==> config.mk <==
export PLATFORM = sky130hd
export DESIGN_NAME = n1_accum_seq
export DESIGN_NICKNAME = d
export VERILOG_FILES = /design/src/rtl/n1_accum_seq.sv
export SDC_FILE = /design/constraint.sdc
export NUM_CORES = 1
export LEC_CHECK = 0
export ABC_AREA = 1
export ABC_CLOCK_PERIOD_IN_PS = 2820
export BUFFER_PORTS_ARGS = -buffer_cell sky130_fd_sc_hd__buf_2
export CAP_MARGIN = 25
export CORE_MARGIN = 2
export CORE_UTILIZATION = 25
export CTS_BUF_LIST = sky130_fd_sc_hd__clkbuf_4 sky130_fd_sc_hd__clkbuf_8
export CTS_CLUSTER_DIAMETER = 200
export CTS_CLUSTER_SIZE = 12
export DETAILED_ROUTE_END_ITERATION = 12
export PLACE_DENSITY_LB_ADDON = 0.15
export SYNTH_ARGS = -nofsm -noshare
export SYNTH_HDL_FRONTEND = slang
export SYNTH_SLANG_ARGS = --single-unit
export TNS_END_PERCENT = 20
==> constraint.sdc <==
create_clock -name clk -period 2.82 [get_ports clk]
set_input_delay 0.564 -clock clk [delete_from_list [all_inputs] [get_ports clk]]
set_output_delay 0.564 -clock clk [all_outputs]
set_load 0.05 [all_outputs]
==> src/rtl/n1_accum_seq.sv <==
// n1_accum_seq
//   Sequencing and partial-sum stage around the single-lane n1 multiply/add
//   datapath. It takes a stream of (nbin, sb) operand pairs and presents one
//   pair per cycle to n1. It feeds n1's nbout from the internal partial-sum
//   register and captures n1's combinational result back into that register.
//   After the programmed number of terms, the finished neuron sum is offered
//   on an output valid/ready handshake.
//
// Ports
//   clk, rst            clock; asynchronous active-high reset
//   i_start, i_len,     start a neuron with i_len terms and initial sum
//   i_bias              i_bias (all sampled only in IDLE)
//   i_in_valid,         operand-pair handshake; o_in_ready is high only
//   o_in_ready          while accumulating
//   i_nbin, i_sb        operand pair from upstream
//   o_nbin, o_sb,       to n1: pass-through operands and current partial sum
//   o_nbout
//   i_res               from n1: nbout + nbin*sb, modulo 2^N
//   o_out_valid,        finished-sum handshake
//   i_out_ready,
//   o_out_data
//   o_busy              high whenever a neuron is in progress (not IDLE)
module n1_accum_seq #(
  parameter int N  = 16,
  parameter int LW = 8
) (
  input  logic          clk,
  input  logic          rst,
  input  logic          i_start,
  input  logic [LW-1:0] i_len,
  input  logic [N-1:0]  i_bias,
  input  logic          i_in_valid,
  output logic          o_in_ready,
  input  logic [N-1:0]  i_nbin,
  input  logic [N-1:0]  i_sb,
  output logic [N-1:0]  o_nbin,
  output logic [N-1:0]  o_sb,
  output logic [N-1:0]  o_nbout,
  input  logic [N-1:0]  i_res,
  output logic          o_out_valid,
  input  logic          i_out_ready,
  output logic [N-1:0]  o_out_data,
  output logic          o_busy
);

  typedef enum logic [1:0] {
    IDLE  = 2'd0,
    ACCUM = 2'd1,
    DONE  = 2'd2
  } state_t;

  state_t        state, state_nxt;
  logic [N-1:0]  acc, acc_nxt;
  logic [LW-1:0] remaining, remaining_nxt;

  // n1 sits combinationally between o_nbin/o_sb/o_nbout and i_res, so a
  // whole multiply/add closes in one cycle and pairs stream without bubbles.
  assign o_nbin     = i_nbin;
  assign o_sb       = i_sb;
  assign o_nbout    = acc;
  assign o_out_data = acc;

  always_comb begin
    state_nxt     = state;
    acc_nxt       = acc;
    remaining_nxt = remaining;
    o_in_ready    = 1'b0;
    o_out_valid   = 1'b0;
    o_busy        = (state != IDLE);
    case (state)
      IDLE: begin
        if (i_start) begin
          acc_nxt       = i_bias;
          remaining_nxt = i_len;
          state_nxt     = (i_len != '0) ? ACCUM : DONE;
        end
      end
      ACCUM: begin
        o_in_ready = 1'b1;
        if (i_in_valid) begin
          acc_nxt       = i_res;
          remaining_nxt = remaining - LW'(1);
          if (remaining == LW'(1)) state_nxt = DONE;
        end
      end
      DONE: begin
        o_out_valid = 1'b1;
        if (i_out_ready) state_nxt = IDLE;
      end
      default: state_nxt = IDLE;
    endcase
  end

  // Partial-sum register: state, sum and term count update together.
  always_ff @(posedge clk or posedge rst) begin
    if (rst) begin
      state     <= IDLE;
      acc       <= '0;
      remaining <= '0;
    end else begin
      state     <= state_nxt;
      acc       <= acc_nxt;
      remaining <= remaining_nxt;
    end
  end

endmodule
==> impl_metrics.ini <==
[outcome]
status = completed

[grt]
grt_pass1_wl_mm = 7.23
grt.total_usage_pct = 10.6
gr-total-overflow = 0
grt_pass1_vias = 1490
grt_start_max_net_pins = 45
antenna_found_initial = 0

[yosys]
syn_avg_cell_area_sq_um = 7.65
syn_inst = 258
synth_fp_nets = 337
synth.ff_latch_count = 26
async_reset_ff_share_pct = 100
synthFlopType = dfrtp_1
yosysTopAreaCellShare_pct = 33.0
synth.area.top_cells = dfrtp_1 33%, buf_4 21%, nand2_1 10%
synth_cell_types = 21
mappedNetlistArea_sq_um = 1970
yosysTopAreaCell = dfrtp_1
synth.cells.most_frequent = 54 x buf_4, 54 x nand2_1, 53 x nor2_1
yosysWarnings = 0
seq_area_frac_synth_pct = 33.0
synth_edf_count = 0

[power_and_ir_drop]
pwr-share-clk_pct = 9.9
p_leak_uw = 0.00112
power.internal_uw = 1300
p_sw_share_pct = 59.9
ir_drop_mv = 0.308
switchingPower_uw = 1940
seq_power_share_pct = 22.4
p_per_area_nw_per_um2 = 1510
comb_power_share_pct = 67.7

[clocking]
clock_latency_ns = 0.28
clkTransAtPathRegs_ns = 0.10
postCtsHoldBufs = 0
htree_levels = 1
postCtsSetupBuffers = 0
cts_sinks = 26
cts_tree = yes
clockRootBuffer = clkbuf_8
cts_buffers = 3
cts_buffer_depth = 2
cts-resized-gates = 0

[setup_path]
cp_max_fo = 25
r2r-end = remaining[1]
ff2ff_path_depth = 6
path_cells = nand2_4 > inv_4 > buf_2
rrSetupSlack_ns = 1.14
start_kind = flip-flop
slowest_stage = dfrtp_1
cpPeakStageDelay_ns = 0.56
worstPathArrival_ns = 1.48
cp-end-kind = primary output
crit_family = flip-flops
r2r_start = state[0]
required_ns = 2.26
worst-path-buf-inv = 2
critPathKind = flip-flop to primary output

[place]
pre_cts_ws_ns = 1.05
dp_hpwl_mm = 3.27
gp_congestion = 0.772
portBuffers = 79

[timing]
worst_pin_slew_ns = 0.558
setup_tns_ns = 0
setup_viol = 0
finalClockSkew_ns = 0.00308
grt_setup_unrepaired = no
drv_slew = 0
finalCritPeriodShare_pct = 72.3
worst_slack_ns = 0.780
fin_crit_ns = 2.04
max_freq_mhz = 490
slew_headroom_pct = 62.8
hold_viol_final = 0

[floorplan]
start_util_pct = 25.7
core.rowCount = 32
core_area_sq_um = 7690
die_w_microns = 92.8
die_h_microns = 92.8
die_area_sq_um = 8620
pin_count = 144

[drt]
ant_nets = 0
drtIter0Drc = 48
drc = 0
drtPass1Iterations = 4
wl_mm = 4.50
vias = 1606
drt-wirelength-per-cell_microns = 11.6
post_drt_via_cell_ratio = 4.14

[layout]
fill_cells = 875
n_antenna_cell = 0
drive_gt1_share_pct = 38.8
utilization_pct = 27.9
nNetsFinal = 366
syn2layout_area_growth_pct = 8.62

[hold_path]
hold_class = input pin to async pin

[run]
maxCapViolCount = 0
==> metrics by stage <==
| stage | instances | area, sq um | hold slack (ns) | power (uW) |
|---|---|---|---|---|
| after floorplan | 258 | 1970 | 0.464 | 2850 |
| after global placement | 384 | 2070 | 0.491 | 2950 |
| after detailed placement | 384 | 2070 | 0.497 | 2960 |
| after CTS | 388 | 2140 | 0.338 | 3290 |
| after global routing | 388 | 2140 | 0.348 | 3520 |
| final | 388 | 2140 | 0.329 | 3240 |
==> cells by family after synthesis <==
| logic type | count (synthesis) | share of synthesized area (%) |
|---|---|---|
| fa+ha+maj | 2 | 1.27 |
| flops | 26 | 33.0 |
| buf+inv | 76 | 26.0 |
| xor+xnor | 1 | 0.444 |
| compound gates | 31 | 14.1 |
| simple gates | 122 | 25.2 |
==> layer usage <==
layer / up-vias / global-route usage [%] / part of all wire, %
li1: 815 / - / -
met1: 720 / 14.4 / 47
met2: 67 / 16.8 / 45
met3: 4 / 2.77 / 8.0
met4: 0 / 2.33 / 0.60
met5: - / 0 / 0
==> layout by cell type, fill, tap and decap left out <==
cell type / Yosys / routed
a21oi_1: 1 / 1
a21oi_2: 1 / 1
buf_2: 0 / 79
buf_4: 54 / 2
bufinv_16: 0 / 1
clkbuf_8: 0 / 3
dfrtp_1: 26 / 26
ha_1: 2 / 2
inv_1: 16 / 16
inv_2: 2 / 2
inv_4: 1 / 1
nand2_1: 54 / 54
nand2_2: 1 / 1
nand2_4: 2 / 2
nand3_1: 7 / 7
nand4_1: 1 / 1
nor2_1: 53 / 53
nor2_2: 3 / 3
o21ai_0: 11 / 11
o21ai_1: 2 / 2
o31ai_2: 16 / 16
or2_0: 1 / 1
xor2_1: 1 / 1
==> worst register-to-register path, delay by kind of cell (launching register included) <==
family,cells,cell delay [ns]
AO/OA/AOI/OAI,1,0.07
AND/OR/NAND/NOR,4,0.77
buffers and inverters,1,0.22
flip-flops,1,0.51
==> flip-flops by register name (all words and copies together) (netlist names) <==
signal / cells
state: 2
remaining: 8
o_nbout: 16
==> worst max-delay path by stage <==
stage | slack [ns] | end | startpoint | cells after the start
after floorplan | 1.08 | o_out_valid | state[0] | 2
after global placement | 1.06 | remaining[5] | i_in_valid | 7
after detailed placement | 1.05 | remaining[5] | i_in_valid | 7
after CTS | 0.74 | o_in_ready | state[0] | 3
after global routing | 0.66 | o_in_ready | state[0] | 3
final | 0.78 | o_in_ready | state[0] | 3
==> layout make-up <==
cell class	instances	area (sq um)	share of cell area, %
clock inverter	1	30.0	1.40
tap	102	128	5.95
inverter	19	73.8	3.44
sequential	26	651	30.4
multi-input combinational	156	810	37.8
timing repair buffer	81	410	19.1
clock buffer	3	41.3	1.93
==> power groups by stage <==
stage | clock network [uW] | registers (uW) | logic, uW
final | 320 | 726 | 2190
after global routing | 348 | 763 | 2410
after CTS | 337 | 730 | 2220
after detailed placement | 0 | 737 | 2220
after global placement | 0 | 731 | 2220
after floorplan | 0 | 1110 | 1740
Power figures use the tool's default switching activity.
